**src/rtl/count_capture_pkg.sv**
```systemverilog
// Shared defaults and the capture-word layout for count_capture.
package count_capture_pkg;

    localparam int CNT_W_DEF   = 4;
    localparam int EPOCH_W_DEF = 4;
    localparam int DEPTH_DEF   = 4;

    typedef struct packed {
        logic [EPOCH_W_DEF-1:0] epoch;
        logic [CNT_W_DEF-1:0]   count;
    } cap_word_t;

endpackage

```
**src/rtl/count_capture_fifo.sv**
```systemverilog
// First-word-fall-through capture FIFO; storage is not reset, pointers and level are.
module count_capture_fifo #(
    parameter int WIDTH = 8,
    parameter int DEPTH = 4,
    localparam int AW   = $clog2(DEPTH),
    localparam int LW   = $clog2(DEPTH + 1)
) (
    input  logic             clk,
    input  logic             rst,
    input  logic             push_req,
    input  logic [WIDTH-1:0] push_data,
    input  logic             pop_req,
    output logic             out_valid,
    output logic [WIDTH-1:0] out_data,
    output logic [LW-1:0]    level,
    output logic             full,
    output logic             empty
);

    logic [WIDTH-1:0] mem_q [DEPTH];
    logic [AW-1:0]    wr_ptr_q, wr_ptr_d;
    logic [AW-1:0]    rd_ptr_q, rd_ptr_d;
    logic [LW-1:0]    level_q, level_d;
    logic             push, pop;

    always_comb begin
        pop      = pop_req && (level_q != '0);
        // A pop frees the slot this cycle, so a full FIFO still accepts the push.
        push     = push_req && ((level_q != LW'(DEPTH)) || pop);
        wr_ptr_d = wr_ptr_q;
        rd_ptr_d = rd_ptr_q;
        level_d  = level_q;
        if (rst) begin
            wr_ptr_d = '0;
            rd_ptr_d = '0;
            level_d  = '0;
        end else begin
            if (push) wr_ptr_d = wr_ptr_q + AW'(1);
            if (pop)  rd_ptr_d = rd_ptr_q + AW'(1);
            if (push && !pop)      level_d = level_q + LW'(1);
            else if (pop && !push) level_d = level_q - LW'(1);
        end
    end

    always_ff @(posedge clk) begin
        wr_ptr_q <= wr_ptr_d;
        rd_ptr_q <= rd_ptr_d;
        level_q  <= level_d;
    end

    always_ff @(posedge clk) begin
        if (push && !rst) mem_q[wr_ptr_q] <= push_data;
    end

    assign out_data  = mem_q[rd_ptr_q];
    assign level     = level_q;
    assign full      = (level_q == LW'(DEPTH));
    assign empty     = (level_q == '0);
    assign out_valid = !empty;

endmodule

```
**src/rtl/count_capture.sv**
```systemverilog
// Epoch-extended counter capture into a FWFT FIFO.
// Define COUNT_CAPTURE_OVF_EN to add the sticky ovf flag and its ovf_clr input.
module count_capture
    import count_capture_pkg::*;
#(
    parameter int CNT_W   = CNT_W_DEF,
    parameter int EPOCH_W = EPOCH_W_DEF,
    parameter int DEPTH   = DEPTH_DEF
) (
    input  logic                       clk,
    input  logic                       rst,
    input  logic [CNT_W-1:0]           cnt_in,
    input  logic                       cap,
    output logic                       out_valid,
    input  logic                       out_ready,
    output logic [EPOCH_W+CNT_W-1:0]   out_data,
    output logic [$clog2(DEPTH+1)-1:0] level,
    output logic                       full,
    output logic                       empty
`ifdef COUNT_CAPTURE_OVF_EN
   ,input  logic                       ovf_clr,
    output logic                       ovf
`endif
);

    localparam int WORD_W = EPOCH_W + CNT_W;

    logic [CNT_W-1:0]   prev_q, prev_d;
    logic [EPOCH_W-1:0] epoch_q, epoch_d;
    logic               wrap;
    logic [WORD_W-1:0]  word;

    always_comb begin
        // Only an all-ones -> zero step is a wrap; other drops to zero are upstream resets.
        wrap    = (prev_q == {CNT_W{1'b1}}) && (cnt_in == '0);
        epoch_d = epoch_q + (wrap ? EPOCH_W'(1) : EPOCH_W'(0));
        word    = {epoch_d, cnt_in};
        prev_d  = cnt_in;
        if (rst) begin
            epoch_d = '0;
            prev_d  = '0;
        end
    end

    always_ff @(posedge clk) begin
        prev_q  <= prev_d;
        epoch_q <= epoch_d;
    end

    count_capture_fifo #(
        .WIDTH (WORD_W),
        .DEPTH (DEPTH)
    ) u_fifo (
        .clk       (clk),
        .rst       (rst),
        .push_req  (cap),
        .push_data (word),
        .pop_req   (out_ready),
        .out_valid (out_valid),
        .out_data  (out_data),
        .level     (level),
        .full      (full),
        .empty     (empty)
    );

`ifdef COUNT_CAPTURE_OVF_EN
    logic ovf_q, ovf_d;
    logic drop;

    always_comb begin
        // Full implies a valid head, so out_ready alone decides whether a pop makes room.
        drop  = cap && full && !out_ready;
        ovf_d = ovf_q;
        if (rst)          ovf_d = 1'b0;
        else if (drop)    ovf_d = 1'b1;
        else if (ovf_clr) ovf_d = 1'b0;
    end

    always_ff @(posedge clk) begin
        ovf_q <= ovf_d;
    end

    assign ovf = ovf_q;
`endif

endmodule

```
**config.mk**
```make
export PLATFORM = sky130hd
export DESIGN_NAME = count_capture
export DESIGN_NICKNAME = d
export VERILOG_FILES = /design/src/rtl/count_capture_pkg.sv /design/src/rtl/count_capture_fifo.sv /design/src/rtl/count_capture.sv
export SDC_FILE = /design/constraint.sdc
export NUM_CORES = 1
export LEC_CHECK = 0
export CORE_MARGIN = 3
export CORE_UTILIZATION = 35
export DETAILED_ROUTE_END_ITERATION = 10
export GPL_TIMING_DRIVEN = 1
export PLACE_DENSITY_LB_ADDON = 0.3
export SLEW_MARGIN = 10
export SYNTH_ARGS = -nofsm -noshare
export SYNTH_HDL_FRONTEND = slang
export SYNTH_SLANG_ARGS = --single-unit
export TNS_END_PERCENT = 10
```
**constraint.sdc**
```tcl
create_clock -name clk -period 3.45 [get_ports clk]
set_clock_uncertainty 0.1 [all_clocks]
set_input_delay 0.69 -clock clk [delete_from_list [all_inputs] [get_ports clk]]
set_output_delay 0.69 -clock clk [all_outputs]
set_load 0.1 [all_outputs]
```
; Word level (Yosys, flattened, before mapping)
; Memory sizes are Yosys's and may differ from the RTL's. A register that Yosys moved wholly into a read port is not among the register bits.
; Cells that the tools add are included.
[word_totals]
ff_bits = 15
latchBits = 0
ram_bits = 32
rom_bits = 0
output_inout_bits = 14
memories = 1
[classes]
add_sub_neg = 5
multipliers = 0
div = 0
order_cmp = 0
n_eq_ne = 3
shift = 0
muxes = 7
n_bitwise = 0
reduce_logical = 15
[memory_table]
columns = name, depth, width, read_ports, rd_ports_with_merged_regs, wr, line
row1 = u_fifo.mem_q, 4, 8, 1, 1, 1, count_capture_fifo.sv:20  ; logic [WIDTH-1:0] mem_q [DEPTH];
[op_table]
columns = cell, n
row1 = $logic_and A1 B1 Y1, 6
row2 = $mux W3, 2
row3 = $add A2 B1 Y2 const B, 2
row4 = $add A4 B1 Y4, 1
row5 = $eq A4 B4 Y1 const B, 1
row6 = $logic_not A1 Y1, 4
row7 = $logic_not A4 Y1, 1
row8 = $mux W2, 2
row9 = $add A3 B1 Y3 const B, 1
row10 = $eq A3 B3 Y1 const B, 1
row11 = $logic_not A3 Y1, 1
row12 = $mux W1, 3
row13 = $ne A3 B3 Y1 const B, 1
row14 = $reduce_bool A3 Y1, 1
row15 = $sub A3 B1 Y3 const B, 1
row16 = $reduce_bool A2 Y1, 1
row17 = $logic_or A1 B1 Y1, 1

; Depth between registers and ports, before layout
[depth]
depth_word = 8
ltp_mapped = 9
ltp_nobuf = 9

; Cells and area by module
; Synthesis repeated with hierarchy kept, for this count alone.
[hier_totals]
hier_cells = 118
area_unflattened_um2 = 1936.9
[modules_own_cells]
columns = mod, n_inst, cells_per_inst, area_per_inst_um2
row1 = count_capture_fifo, 1, 92, 1646.6
row2 = count_capture, 1, 26, 290.3

; Worst setup path after synthesis
; Ideal clock, no wire load.
[synth_path]
path_kind = reg2out
start = register u_fifo.level_q[0], in the netlist u_fifo.level[0]
end = output port empty
arrival_time_ns = 2.292
path_slack_ns = 0.368
stages_incl_launch_ff = 3
path_buffers = 0
cell_sequence = dfxtp_1 > or3_2 > inv_1
[synth_between]
elab_chain_cells = 1
[synth_rtl]
columns = element, line
row1 = start: declaration, count_capture_fifo.sv:23  ; logic [LW-1:0] level_q, level_d;
row2 = start signal: assignment, count_capture_fifo.sv:48  ; level_q <= level_d;
row3 = $logic_not A3 Y1, count_capture_fifo.sv:58  ; assign empty = (level_q == '0);
row4 = end: declaration, count_capture.sv:19  ; output logic empty
; No other way between the ends.

; Final worst setup path
[layout_path]
start = input port out_ready
end = register u_fifo.level_q[2], in the netlist u_fifo.level[2]
[layout_between]
elab_chain_cells = 6
[layout_rtl]
columns = element, line
row1 = start: declaration, count_capture.sv:15  ; input logic out_ready,
row2 = $logic_and A1 B1 Y1 (*), count_capture_fifo.sv:27  ; pop = pop_req && (level_q != '0);
row3 = $logic_or A1 B1 Y1, count_capture_fifo.sv:29  ; push = push_req && ((level_q != LW'(DEPTH)) || pop);
row4 = $logic_and A1 B1 Y1, count_capture_fifo.sv:29
row5 = $logic_not A1 Y1, count_capture_fifo.sv:41  ; else if (pop && !push) level_d = level_q - LW'(1);
row6 = $logic_and A1 B1 Y1, count_capture_fifo.sv:41
row7 = $reduce_bool A2 Y1 (no line), n/a
; Every way passes the cells marked *; elsewhere a longest branch is shown, timed or not.
; A chain may end at the register's enable or synchronous reset.

==> results_dict.tcl <==
set metrics [dict create \
    outcome "completed" \
    max_slew.worst_pin.slew_ns 0.743 \
    synth_fp_nets 133 \
    finalSetupViolCount 0 \
    grt_pass1_vias 1023 \
    fin_crit_sh 0.771 \
    met1_length_um 1390 \
    clk_root_buffer_cell "clkbuf_8" \
    place.gp.congestion 0.733 \
    slowest_delay_ns 0.56 \
    ys_ff_latch 49 \
    die_x_um 80.2 \
    finalInstanceArea_um2 2320 \
    grt_max_degree 23 \
    core-area_um2 5200 \
    die-area_um2 6430 \
    cts.sinks 49 \
    min_path_type "reg -> reg" \
    period_minus_slack_ns 2.66 \
    slowest_stage "clkdlybuf4s50_1" \
    antennaDiodeCount 0 \
    highest_layer "met4" \
    hold_viol_final 0 \
    num_vias 1040 \
    synthDistinctLibCells 28 \
    yosys-top-cells-area "edfxtp_1, dfxtp_1, mux4_2, ha_1, nor2b_1" \
    placedCellCount 208 \
    synthXorXnorAreaFrac 0.0273 \
    drv_cap 0 \
    multi_input_area_um2 586 \
    cts_hold_buf 0 \
    yosys.area_share.adder 0.0559 \
    clock_latency_ns 0.30 \
    wl_met3_um 139 \
    required_ns 3.56 \
    place_ws_ns 0.494 \
    synth_top_family_by_area "multiplexers" \
    yosysSeqAreaShare 0.676 \
    placed_cell_area_um2 2200 \
    htreeDepth 2 \
    dr.pass1.iters 2 \
    final_cell_mix "edfxtp_1, buf_4, dfxtp_1" \
    syn_to_final_growth_pct 20.6 \
    antenna_found_initial 0 \
    cts_tree "yes" \
    row_count 26 \
    boundaryPins 22 \
    synth_top_area_share 0.499 \
    start_util 0.370 \
    synth_area_um2 1930 \
    post-route-worst-setup-slack_ns 0.792 \
    end_kind "register" \
    clkTransAtPathRegs_ns 0.08 \
    critPathBufInv 3 \
    critical_path_class "in -> reg" \
    slew_headroom 0.503 \
    tns_ns 0 \
    drive_gt1_frac 0.274 \
    met2WireLength_um 1600 \
    synth_compound_gate_area_share 0.0221 \
    wire_per_inst_um 14.7 \
    die_y_um 80.2 \
    synth_warnings 0 \
    hpwlAfterDp_um 2100 \
    critPathTopFamily "buffers and inverters" \
    antenna_left 0 \
    layout.nets 161 \
    fmax_mhz 376 \
    drt_drc_violations_left 0 \
    rsz0062_at_grt "no" \
    yosysTopAreaCell "edfxtp_1" \
    grt_pass1_wl_um 5220 \
    grt.total_usage 0.110 \
    wl_um 3170 \
    grt_overflow_total 0 \
    start_kind "input pin" \
    synth-simple-area-share 0.0871 \
    vias_per_cell 4.81 \
    cts.path.max_buffers 2 \
    synthMuxAreaShare 0.112 \
    final_common_cell "edfxtp_1" \
    io_buffer_count 21 \
    cts_made_buffers 5 \
    drv_slew 0 \
    regArea_um2 1300 \
    avgSynthCellArea_um2 16.5 \
    crit_chain "clkdlybuf4s50_1 > o21ai_4 > inv_2 > ha_1 > inv_1 > fa_1 > xor2_1 > or3_2 > a21oi_1" \
    path_max_fanout 5 \
    cp_data_arrival_time_ns 2.77 \
    layoutNonFillerInstCount 216 \
    fillers 478 \
    post_cts_resized 0 \
    post-cts-setup-buffer-count 0 \
    syn_inst 117 \
    drtIter0Drc 57 \
]
[kinds of logic (layout without fill, tap and decap cells)]
family / Yosys count / after routing
compound gates: 5 / 5
xor+xnor: 6 / 6
fa+ha+maj: 8 / 8
buf+inv: 10 / 39
flops: 49 / 49
mux: 11 / 11
simple gates: 28 / 28
[per-stage QoR]
step / hold WS [ns] / utilization
final: 0.426 / 0.446
after floorplan: 0.381 / -
after CTS: 0.433 / 0.446
after global routing: 0.446 / 0.446
after global placement: 0.407 / 0.423
after detailed placement: 0.407 / 0.423
[sequential cells by signal, summed over array words and instances (netlist names), named ones only]
register and cells:
u_fifo.mem_q 32, epoch_q 4, prev_q 4, u_fifo.level 3
u_fifo.rd_ptr_q 2, u_fifo.wr_ptr_q 2
[area by class of cell]
| class | count | share of cell area |
|---|---|---|
| clock buffers | 6 | 0.0356 |
| clock inverters | 2 | 0.0162 |
| inverters | 6 | 0.00970 |
| multi-input cells | 58 | 0.252 |
| flip-flops and latches | 49 | 0.560 |
| well taps | 70 | 0.0377 |
| repair buffers | 25 | 0.0884 |
[worst paths after layout]
kind / startpoint / to / slack (ns) / cells after the start
hold / removal: u_fifo.wr_ptr_q[1] / u_fifo.wr_ptr_q[1] / 0.43 / 2
setup / recovery: out_ready / u_fifo.level[2] / 0.79 / 9
hold reg to reg: u_fifo.wr_ptr_q[1] / u_fifo.wr_ptr_q[1] / 0.43 / 2
setup reg to reg: u_fifo.level[0] / u_fifo.level[2] / 1.07 / 9
[layer usage]
metal / vias up / GRT usage
met2: 23 / 0.181
met5: - / 0
met4: 0 / 0.0405
met1: 529 / 0.134
li1: 483 / -
met3: 5 / 0.0348
[worst min-delay path, cell delays in order, from the launching register on]
cell,delay [ns]
dfxtp_1,0.35
nand2b_1,0.08
mux2i_1,0.06
[synthesized netlist by cell type]
master,n
a21oi_1,1
buf_1,1
buf_2,1
clkbuf_1,2
dfxtp_1,17
edfxtp_1,32
fa_1,1
ha_1,7
inv_1,5
inv_2,1
mux2_4,1
mux2i_1,2
mux4_2,8
nand2b_1,2
nand3_1,1
nand4_1,1
nor2_1,8
nor2b_1,8
nor3b_1,4
o21ai_0,1
o21ai_4,1
o311ai_0,1
o31ai_1,1
or3_2,2
or3b_4,1
or4_1,1
xnor2_1,1
xor2_1,5
Power is left out: the tool's default activity adds up to more than one toggle a clock period on the data nets, which glitch-free logic cannot reach.
